## src/rtl/hs_rr_merge.sv

```systemverilog
// hs_rr_merge: CHANNELS buffered valid/ready inputs merged round-robin onto one
// registered output. Each output beat is tagged with its source channel.

// Per-channel circular buffer. Read data is taken combinationally at rd_ptr.
module hs_rr_merge_fifo #(
  parameter int DATA_WIDTH = 5,
  parameter int DEPTH      = 4
) (
  input  logic                  clk,
  input  logic                  rst,
  input  logic                  push,
  input  logic                  pop,
  input  logic [DATA_WIDTH-1:0] wdata,
  output logic [DATA_WIDTH-1:0] rdata,
  output logic                  empty,
  output logic                  full
);
  localparam int AW = $clog2(DEPTH);

  logic [DATA_WIDTH-1:0] mem [DEPTH];
  logic [AW-1:0]         wr_ptr, rd_ptr;
  logic [AW:0]           count;

  // Pointers wrap naturally at DEPTH because DEPTH is a power of two.
  always_ff @(posedge clk or posedge rst) begin
    if (rst) begin
      wr_ptr <= '0;
      rd_ptr <= '0;
      count  <= '0;
    end else begin
      if (push) wr_ptr <= wr_ptr + 1'b1;
      if (pop)  rd_ptr <= rd_ptr + 1'b1;
      case ({push, pop})
        2'b10:   count <= count + 1'b1;
        2'b01:   count <= count - 1'b1;
        default: count <= count;
      endcase
    end
  end

  // Storage needs no reset; an entry is only read after it has been written.
  always_ff @(posedge clk) begin
    if (push) mem[wr_ptr] <= wdata;
  end

  assign rdata = mem[rd_ptr];
  assign empty = (count == '0);
  assign full  = (count == (AW+1)'(DEPTH));
endmodule

module hs_rr_merge #(
  parameter int DATA_WIDTH = 5,
  parameter int CHANNELS   = 4,
  parameter int DEPTH      = 4,
  localparam int CH_W      = $clog2(CHANNELS)
) (
  input  logic                           clk,
  input  logic                           rst,
  input  logic [CHANNELS-1:0]            in_valid,
  input  logic [CHANNELS*DATA_WIDTH-1:0] in_data,
  output logic [CHANNELS-1:0]            in_ready,
  output logic                           out_valid,
  output logic [DATA_WIDTH-1:0]          out_data,
  output logic [CH_W-1:0]                out_chan,
  input  logic                           out_ready
);
  logic [CHANNELS-1:0]                 push, pop, empty, full;
  logic [CHANNELS-1:0][DATA_WIDTH-1:0] rdata;
  logic [CH_W-1:0]                     rr, grant, cand;
  logic                                found, load;
  int                                  idx;

  // Output register accepts a new beat when it is empty or being drained.
  assign load = !out_valid || out_ready;

  for (genvar c = 0; c < CHANNELS; c++) begin : g_ch
    // in_ready comes from the registered count only: no push-through on full.
    assign in_ready[c] = !full[c];
    assign push[c]     = in_valid[c] && !full[c];
    assign pop[c]      = load && found && (grant == CH_W'(c));

    hs_rr_merge_fifo #(.DATA_WIDTH(DATA_WIDTH), .DEPTH(DEPTH)) u_fifo (
      .clk   (clk),
      .rst   (rst),
      .push  (push[c]),
      .pop   (pop[c]),
      .wdata (in_data[c*DATA_WIDTH +: DATA_WIDTH]),
      .rdata (rdata[c]),
      .empty (empty[c]),
      .full  (full[c])
    );
  end

  // Round-robin search starting at rr; first non-empty channel wins.
  always_comb begin
    found = 1'b0;
    grant = '0;
    idx   = 0;
    cand  = '0;
    for (int i = 0; i < CHANNELS; i++) begin
      idx = int'(rr) + i;
      if (idx >= CHANNELS) idx = idx - CHANNELS;
      cand = CH_W'(idx);
      if (!found && !empty[cand]) begin
        found = 1'b1;
        grant = cand;
      end
    end
  end

  // Output register and arbiter pointer; rr advances past the granted channel.
  always_ff @(posedge clk or posedge rst) begin
    if (rst) begin
      out_valid <= 1'b0;
      out_data  <= '0;
      out_chan  <= '0;
      rr        <= '0;
    end else if (load) begin
      out_valid <= found;
      if (found) begin
        out_data <= rdata[grant];
        out_chan <= grant;
        rr       <= (grant == CH_W'(CHANNELS-1)) ? '0 : grant + 1'b1;
      end
    end
  end
endmodule
```

## config.mk

```make
export PLATFORM = sky130hd
export DESIGN_NAME = hs_rr_merge
export DESIGN_NICKNAME = d
export VERILOG_FILES = /design/src/rtl/hs_rr_merge.sv
export SDC_FILE = /design/constraint.sdc
export NUM_CORES = 1
export LEC_CHECK = 0
export CORE_MARGIN = 5
export CORE_UTILIZATION = 50
export DETAILED_ROUTE_END_ITERATION = 8
export MAX_ROUTING_LAYER = met4
export PLACE_DENSITY = 0.77
export SYNTH_ARGS = -nofsm -noshare
export SYNTH_HDL_FRONTEND = slang
export SYNTH_SLANG_ARGS = --single-unit
```

## constraint.sdc

```tcl
create_clock -name clk -period 4.25 [get_ports clk]
set_input_delay 0.85 -clock clk [delete_from_list [all_inputs] [get_ports clk]]
set_output_delay 0.85 -clock clk [all_outputs]
set_load 0.01 [all_outputs]
```

==> run summary, run 1 <==
clk_skew - 0.00724 ns
YS warnings - 0
ys flop type - edfxtp_1
leakage - 2.49 nW
cell count after placement - 503
Worst-Margin Slew - 0.645 ns
core box area - 0.0103 mm2
total power - 4.89 mW
CTS tree - yes
synthesized cell area - 0.00530 mm2
post-DR wirelength/cell - 17.9 um
WL final - 9.54 mm
EDFF count, synth - 80
fin crit share - 83.0%
critical path fanouts, max - 9
clock tree buffer depth - 2
RSZ-0062 raised after global routing - no
syn_nets - 396
vias in the first global route - 3098
CP endpoint kind - register
multi-input logic area - 0.00177 mm2
H-Tree Depth - 4
first-pass GRT wire length - 15.7 mm
clk_lat worst skew - 0.51 ns
fin cells - 534
port buffer count - 38
Clock Sink Count - 118
drt via density - 5.44
Max Cap Viol - 0
outcome - finished, final reports clean
startpoint types - register
Synth area leaders - edfxtp_1 (45%), dfrtp_1 (18%), mux4_2 (8.5%)
fin. max-slew vios - 0
CTS Root Cell - clkbuf_8
pre-CTS setup slack - 0.768 ns
Crit-path slowest cell - nor3_1
Die Span Y - 113 um
I/O pin cnt - 39
Final GP Congestion - 0.865
CP peak stage delay - 0.58 ns
Max VDD drop - 365 uV
via count - 2906
top post-synthesis cells by count - edfxtp_1 (80), dfrtp_1 (38), inv_1 (28)
row count - 37
Final Hold Viols - 0
layout cell share with drive strength beyond 1 - 14.8%
register area share after synthesis - 63.2%
Avg Inst Size Synth - 15.6 um2
cts hold-fix bufs - 0
starting density of the core - 51.4%
FILL cells - 744
synth-to-layout area growth - 20.1%
Worst Path Required - 4.68 ns
critical path type - register to register
ant diodes - 0
grt total ovfl - 0
maximum clock rate - 284 MHz
worst hold-check path type - register to register
post-DP HPWL - 6.76 mm
Yosys reg bits - 118
register clock-pin slew on the reported worst setup and hold paths - 0.05 ns
largest net degree at the start of global routing - 39
nets@finish - 441
post-synth top area cell - edfxtp_1
synth unique cells - 39
setup violators final - 0
worst path cell trace - or3_1 > nor3_1 > or3_1 > ha_1 > and2_1 > ha_1 > inv_1 > fa_1 > xor2_1 > nor2_1 > xor2_1
CP Data Arrival Time - 3.95 ns
Setup TNS Final - 0 ns
register area - 0.00335 mm2
fin crit period - 3.53 ns
GRT Util Overall - 16.7%
die area - 0.0128 mm2
initial antenna violation count - 0
drt drc - 0
Final Worst Setup Slack - 0.724 ns
initial DRC count - 173
Pwr per Cell Area - 769 mW/mm2
Gate Count Post-Synth - 341
Rel. slew slack - 56.7%
antenna-violating nets left - 0
setup bufs post-CTS - 0
die width - 113 um
ys async rst share - 32.2%
CTS buffer count - 17
Yosys top cell area share - 45.3%
drt pass-1 iters - 4
total of cells resized after clock tree synthesis - 0
most common cell in the netlist - edfxtp_1
-- registers in the layout (all words and copies together), names as in the netlist --
signal              cells
g_ch.u_fifo.wr_ptr      8
g_ch.u_fifo.mem        80
rr                      2
g_ch.u_fifo.count      12
g_ch.u_fifo.rd_ptr      8
out_data                5
out_valid               1
out_chan                2
-- kinds of logic (layout without fill, tap and decap cells) --
group / Yosys count / count (layout) / synth area share (%)
AO/OA/AOI/OAI: 36 / 36 / 5.29
XOR/XNOR: 24 / 24 / 3.96
adder cells (fa/ha/maj): 28 / 28 / 7.17
buffers and inverters: 43 / 100 / 3.40
flip-flops: 118 / 118 / 63.2
multiplexers: 27 / 27 / 10.3
AND/OR/NAND/NOR: 65 / 65 / 6.65
-- worst paths after layout --
| path | start | end | slack (ns) | depth (start not counted) |
|---|---|---|---|---|
| worst max-delay path | g_ch[1].u_fifo.count[2]$_DFFE_PP0P_ | g_ch[2].u_fifo.count[2]$_DFFE_PP0P_ | 0.72 | 11 |
| worst min-delay path | g_ch[0].u_fifo.count[0]$_DFFE_PP0P_ | g_ch[0].u_fifo.count[0]$_DFFE_PP0P_ | 0.48 | 1 |
| worst max register to register | g_ch[1].u_fifo.count[2]$_DFFE_PP0P_ | g_ch[2].u_fifo.count[2]$_DFFE_PP0P_ | 0.72 | 11 |
| worst min register to register | g_ch[0].u_fifo.count[0]$_DFFE_PP0P_ | g_ch[0].u_fifo.count[0]$_DFFE_PP0P_ | 0.48 | 1 |
| max in group asynchronous | rst | g_ch[3].u_fifo.wr_ptr[1]$_DFFE_PP0P_ | 3.13 | 3 |
| min in group asynchronous | rst | g_ch[2].u_fifo.wr_ptr[1]$_DFFE_PP0P_ | 0.76 | 3 |
-- critical path, delay by kind of cell (launching register included) --
family,cells,cell delay [ns]
and+or+nand+nor,5,1.87
DFF,1,0.40
adders and majority gates,3,0.81
xor gates and xnor gates,2,0.30
buffers and inverters,1,0.06
-- cell usage in the layout, fill, tap and decap left out, types with 9 or more instances in the layout --
cell type | Yosys | layout
inv_1 | 28 | 28
dfrtp_1 | 38 | 38
ha_1 | 24 | 24
mux4_2 | 20 | 20
nand2_1 | 11 | 11
clkdlybuf4s50_1 | 0 | 38
and3_1 | 16 | 16
and2_1 | 9 | 9
xor2_1 | 12 | 12
edfxtp_1 | 80 | 80
xnor2_1 | 12 | 12
clkbuf_16 | 0 | 16
-- per-layer routing --
| metal | GRT usage, % | vias to the layer above | wire length, um | share of wire, % |
|---|---|---|---|---|
| li1 | - | 1352 | - | - |
| met1 | 21.5 | 1445 | 4140 | 43 |
| met3 | 4.55 | 16 | 557 | 5.8 |
| met4 | 6.25 | 0 | 151 | 1.6 |
| met5 | - | - | 0 | 0 |
| met2 | 25.8 | 93 | 4700 | 49 |
-- final cells by class --
| class | instances | area share, % |
|---|---|---|
| Clock buffer | 22 | 7.27 |
| Sequential cell | 118 | 52.7 |
| Inverter | 28 | 1.65 |
| Tap cell | 136 | 2.67 |
| Multi-Input combinational cell | 180 | 27.8 |
| Clock inverter | 9 | 1.61 |
| Timing Repair Buffer | 41 | 6.33 |
-- where the power goes --
part	internal, mW	switching, mW
sequential	1.59	0.276
combinational	0.847	0.839
clock	0.871	0.468
-- metrics by stage --
| step | area (um2) | hold WS [ns] | util (%) |
|---|---|---|---|
| 5_1_grt | 6370 | 0.509 | 61.7 |
| 3_3_place_gp | 5800 | 0.472 | 56.2 |
| 4_1_cts | 6370 | 0.482 | 61.7 |
| 3_5_place_dp | 5800 | 0.475 | 56.2 |
| 6_report | 6370 | 0.480 | 61.7 |
| 2_1_floorplan | 5300 | 0.451 | - |
Power figures use the tool's default switching activity.
==> run 2: changes to the inputs <==
Clock period 4.25 ns to 3.55 ns, I/O delays scaled along.
==> run 2 against run 1 <==
Against the previous run:
- critical path depth grew 1
- sequential share of layout area down 0.23 points
- via count down 1.4%
- final area up 0.43%
- highest routed layer unchanged
- first-iteration DRC count is 4.0% higher
- non-clock buffer count rose by 2
- largest cell class unchanged
==> run summary, run 2 (synthesized netlist as in run 1, its figures left out) <==
outcome - finished, final reports clean
first-pass GRT wire length - 15.8 mm
antenna-violating nets left - 0
fin crit share - 91.9%
cts hold-fix bufs - 0
layout cell share with drive strength beyond 1 - 15.5%
fin. max-slew vios - 0
Hold Crit Depth - 2
starting density of the core - 51.4%
Pwr per Cell Area - 924 mW/mm2
Rel. slew slack - 59.2%
r2r startpoint - g_ch[1].u_fifo.count[2]$_DFFE_PP0P_
total of cells resized after clock tree synthesis - 0
post-DR wirelength/cell - 17.4 um
port buffer count - 38
Worst path top cell family by delay - simple AND/OR/NAND/NOR gates
Largest Register - g_ch.u_fifo.mem
worst hold-check path type - register to register
RR Endpoint - g_ch[0].u_fifo.count[2]$_DFFE_PP0P_
clock tree buffer depth - 2
Die Span Y - 113 um
CP Data Arrival Time - 3.69 ns
I/O pin cnt - 39
fin crit period - 3.26 ns
setup bufs post-CTS - 0
Clock Sink Count - 118
clk_skew - 0.0113 ns
CTS buffer count - 17
leakage - 2.51 nW
die width - 113 um
CTS Root Cell - clkbuf_8
critical path type - register to register
clk_lat worst skew - 0.51 ns
total power - 5.91 mW
CP endpoint kind - register
largest net degree at the start of global routing - 39
drt via density - 5.33
FILL cells - 761
Final GP Congestion - 0.827
critical path fanouts, max - 7
CTS tree - yes
Crit-path slowest cell - or3_1
drt drc - 0
row count - 37
Hold Crit Start - out_chan[1]$_DFFE_PP0P_
max FFs per register - 80
maximum clock rate - 307 MHz
WL final - 9.34 mm
initial antenna violation count - 0
Worst Path Required - 3.97 ns
nets@finish - 443
CP bufs+invs - 2
grt total ovfl - 0
synth-to-layout area growth - 20.6%
most frequent cells in the layout - edfxtp_1 (80), dfrtp_1 (38), clkdlybuf4s50_1 (38)
setup violators final - 0
r2r worst-path depth - 12
Worst-Margin Slew - 0.612 ns
core box area - 0.0103 mm2
CP peak stage delay - 0.49 ns
drt pass-1 iters - 4
post-DP HPWL - 6.73 mm
largest registers - g_ch.u_fifo.mem (80), g_ch.u_fifo.count (12)
Final Hold Viols - 0
H-Tree Depth - 4
worst path cell trace - or3_1 > o2bb2ai_1 > or3_1 > buf_4 > ha_1 > and2_1 > ha_1 > inv_1 > fa_1 > xor2_1 > nor2_1 > xor2_1
initial DRC count - 180
vias in the first global route - 3067
Hold Path End - out_chan[1]$_DFFE_PP0P_
RSZ-0062 raised after global routing - no
startpoint types - register
Setup TNS Final - 0 ns
register clock-pin slew on the reported worst setup and hold paths - 0.05 ns
commonest non-fill, non-tap cell in the layout - edfxtp_1
Max Cap Viol - 0
Max VDD drop - 447 uV
r2r setup slk - 0.29 ns
ant diodes - 0
GRT Util Overall - 16.6%
die area - 0.0128 mm2
via count - 2864
-- run 2: worst reg2reg max path: stages (launching register included) --
cell       delay [ns]
dfrtp_1          0.40
or3_1            0.49
o2bb2ai_1        0.41
or3_1            0.22
buf_4            0.19
ha_1             0.18
and2_1           0.17
ha_1             0.20
inv_1            0.06
fa_1             0.37
xor2_1           0.15
nor2_1           0.13
xor2_1           0.19
-- run 2: power by group --
group          internal, mW  leakage [nW]  total, mW  switching [mW]
logic                  1.03          1.05       2.02           0.991
registers              1.91          1.18       2.24           0.332
clock network          1.06         0.282       1.65           0.589
-- run 2: how the worst max path moves through the flow --
stage,startpoint,end,slack [ns],cells past startpoint
2_1_floorplan,g_ch[0].u_fifo.count[2]$_DFFE_PP0P_,g_ch[1].u_fifo.count[2]$_DFFE_PP0P_,0.48,14
6_report,g_ch[1].u_fifo.count[2]$_DFFE_PP0P_,g_ch[0].u_fifo.count[2]$_DFFE_PP0P_,0.29,12
3_3_place_gp,g_ch[0].u_fifo.count[2]$_DFFE_PP0P_,g_ch[1].u_fifo.count[2]$_DFFE_PP0P_,0.43,12
3_5_place_dp,g_ch[1].u_fifo.count[2]$_DFFE_PP0P_,g_ch[0].u_fifo.count[2]$_DFFE_PP0P_,0.35,12
5_1_grt,g_ch[1].u_fifo.count[2]$_DFFE_PP0P_,g_ch[0].u_fifo.count[2]$_DFFE_PP0P_,0.1,12
4_1_cts,g_ch[1].u_fifo.count[2]$_DFFE_PP0P_,g_ch[0].u_fifo.count[2]$_DFFE_PP0P_,0.32,12
-- run 2: cell type report --
| type | count | area, um2 | area share (%) |
|---|---|---|---|
| flip-flops and latches | 118 | 3350 | 52.4 |
| clock inverters | 14 | 160 | 2.50 |
| clock buffers | 18 | 418 | 6.54 |
| multi-input cells | 180 | 1770 | 27.7 |
| repair buffers | 43 | 418 | 6.54 |
| well taps | 136 | 170 | 2.66 |
| inverters | 28 | 105 | 1.64 |
-- run 2: routing by layer --
layer  track usage [%]  vias up  wire length [um]
met3              4.76        9               329
li1                  -     1364                 -
met4              5.37        0               126
met5                 -        -                 0
met1              22.4     1419              4500
met2              24.5       72              4390
-- run 2: metrics by stage --
stage	util, %	instances	hold WS (ns)	instance area [um2]	setup slack, ns
3_3_place_gp	56.3	505	0.470	5820	0.427
4_1_cts	61.9	537	0.502	6390	0.320
2_1_floorplan	-	341	0.451	5300	0.481
5_1_grt	61.9	537	0.526	6390	0.0959
6_report	61.9	537	0.491	6390	0.288
3_5_place_dp	56.3	505	0.490	5820	0.349
==> run 3: changes to the inputs <==
Settings changed: CORE_MARGIN 5 to 2, SYNTH_HIERARCHICAL set to 1.
==> run 3 against run 2 <==
Against the previous run:
- synthesized area fell by 2.2%
- power fell by 6.7%
- synthesized cell count fell by 3.8%
==> run summary, run 3 <==
Final GP Congestion - 0.766
die area - 0.0112 mm2
fin. max-slew vios - 0
post-synth top area cell - edfxtp_1
drt via density - 5.17
Crit-path slowest cell - nor3_1
clock tree buffer depth - 2
initial antenna violation count - 0
Worst Path Required - 3.97 ns
Final Hold Viols - 0
setup violators final - 0
synth-to-layout area growth - 19.7%
CP Data Arrival Time - 3.54 ns
total power - 5.51 mW
commonest non-fill, non-tap cell in the layout - edfxtp_1
ys async rst share - 32.2%
syn_nets - 379
clk_skew - 0.00624 ns
total of cells resized after clock tree synthesis - 0
Max VDD drop - 525 uV
CTS buffer count - 17
critical path fanouts, max - 14
synthesized cell area - 0.00519 mm2
post-DR wirelength/cell - 17.5 um
synth unique cells - 32
top post-synthesis cells by count - edfxtp_1 (80), dfrtp_1 (38), inv_1 (34)
ant diodes - 0
Met3 Routed Length - 334 um
Gate Count Post-Synth - 328
EDFF count, synth - 80
Clock Sink Count - 118
worst path cell trace - nor3_1 > nor3b_2 > o22a_1 > buf_4 > inv_1 > nor2_1 > ha_1 > inv_1 > fa_1 > xor2_1 > nor2_1 > xor2_1
maximum clock rate - 321 MHz
H-Tree Depth - 4
CP peak stage delay - 0.47 ns
drt pass-1 iters - 4
antenna-violating nets left - 0
clk_lat worst skew - 0.51 ns
cts hold-fix bufs - 0
metal2 WL - 4.60 mm
grt total ovfl - 0
vias in the first global route - 2941
die width - 106 um
port buffer count - 38
ys flop type - edfxtp_1
Max Cap Viol - 0
Hold Slack - 0.496 ns
WL final - 9.16 mm
leakage - 2.44 nW
CTS Root Cell - clkbuf_8
largest registers - g_ch.u_fifo/mem (80), g_ch.u_fifo/count (12)
Setup TNS Final - 0 ns
row count - 37
initial DRC count - 120
outcome - finished, final reports clean
CP endpoint kind - register
Die Span Y - 106 um
startpoint types - register
fin crit share - 87.7%
Pwr per Cell Area - 887 mW/mm2
core box area - 0.0102 mm2
setup bufs post-CTS - 0
layout cell share with drive strength beyond 1 - 13.6%
Yosys reg bits - 118
largest net degree at the start of global routing - 17
Avg Inst Size Synth - 15.8 um2
via count - 2715
Largest Register - g_ch.u_fifo/mem
top routing layer in use - met4
Yosys top cell area share - 46.3%
Synth area leaders - edfxtp_1 (46%), dfrtp_1 (18%), mux4_2 (8.7%)
starting density of the core - 50.9%
CTS tree - yes
RSZ-0062 raised after global routing - no
Rel. slew slack - 60.0%
I/O pin cnt - 39
register clock-pin slew on the reported worst setup and hold paths - 0.05 ns
Worst-Margin Slew - 0.595 ns
fin crit period - 3.11 ns
max FFs per register - 80
post-DP HPWL - 6.57 mm
YS warnings - 6
routed length on met1 - 4.04 mm
drt drc - 0
worst hold-check path type - register to register
most common cell in the netlist - edfxtp_1
GRT Util Overall - 18.9%
first-pass GRT wire length - 15.1 mm
register area share after synthesis - 64.6%
critical path type - register to register
nets@finish - 427
most frequent cells in the layout - edfxtp_1 (80), dfrtp_1 (38), clkdlybuf4s50_1 (38)
-- run 3: changes by cell type after synthesis, sizes merged, moves of 6 or more --
| cell | delta |
|---|---|
| and2 | +7 |
| and3 | -12 |
| mux2i | +12 |
| nand2 | +8 |
| nand3 | -7 |
| inv | +6 |
| buf | -6 |
| a211oi | -6 |
-- run 3: cells by family (layout without fill, tap and decap cells) --
logic type	after synthesis	after routing	synth area share, %
compound gates	16	16	2.17
xor+xnor	25	25	4.22
fa+ha+maj	24	24	6.37
buf+inv	46	107	4.39
flops	118	118	64.6
mux	36	36	11.8
simple gates	63	63	6.39
-- run 3: final cells by class --
cell class,count,area [um2]
fill,775,3980
sequential,118,3350
multi-input combinational,164,1610
clock buffer,28,505
timing repair buffer,41,403
tap,136,170
inverter,34,128
clock inverter,4,43.8
-- run 3: power by group --
part / internal [mW] / leakage (nW) / total, mW / switching [mW]
Sequential: 1.91 / 1.18 / 2.25 / 0.343
Combinational: 0.851 / 0.989 / 1.71 / 0.863
Clock: 1.02 / 0.271 / 1.55 / 0.531
Total: 3.77 / 2.44 / 5.51 / 1.74
-- run 3: path summary, 6_finish.rpt --
path,depth (start not counted),start,slack (ns),to
max,12,g_ch[1].u_fifo/count[0]$_DFFE_PP0P_,0.44,g_ch[2].u_fifo/count[2]$_DFFE_PP0P_
min,1,g_ch[3].u_fifo/count[0]$_DFFE_PP0P_,0.50,g_ch[3].u_fifo/count[0]$_DFFE_PP0P_
max reg2reg,12,g_ch[1].u_fifo/count[0]$_DFFE_PP0P_,0.44,g_ch[2].u_fifo/count[2]$_DFFE_PP0P_
min reg2reg,1,g_ch[3].u_fifo/count[0]$_DFFE_PP0P_,0.50,g_ch[3].u_fifo/count[0]$_DFFE_PP0P_
max in group asynchronous,2,rst,2.59,rr[0]$_DFFE_PP0P_
min in group asynchronous,2,rst,0.64,g_ch[2].u_fifo/count[0]$_DFFE_PP0P_
-- run 3: per-stage QoR --
step / util (%) / std cells / worst slack [ns] / area (um2)
2_1_floorplan: - / 328 / 0.698 / 5190
3_3_place_gp: 55.6 / 493 / 0.458 / 5660
3_5_place_dp: 55.6 / 493 / 0.422 / 5660
4_1_cts: 61.0 / 525 / 0.466 / 6210
5_1_grt: 61.0 / 525 / 0.173 / 6210
6_report: 61.0 / 525 / 0.436 / 6210
-- run 3: critical path, delay by kind of cell (launching register included) --
family / cells / cell delay (ns)
adders and majority gates: 2 / 0.60
DFF: 1 / 0.41
and+or+nand+nor: 4 / 1.11
AOI/OAI and AO/OA: 1 / 0.17
xor gates and xnor gates: 2 / 0.31
buffers and inverters: 3 / 0.42
-- run 3: routing by layer --
layer	up-vias	global-route usage (%)
met4	0	9.02
li1	1265	-
met5	-	-
met3	15	4.64
met1	1365	23.6
met2	70	29.4
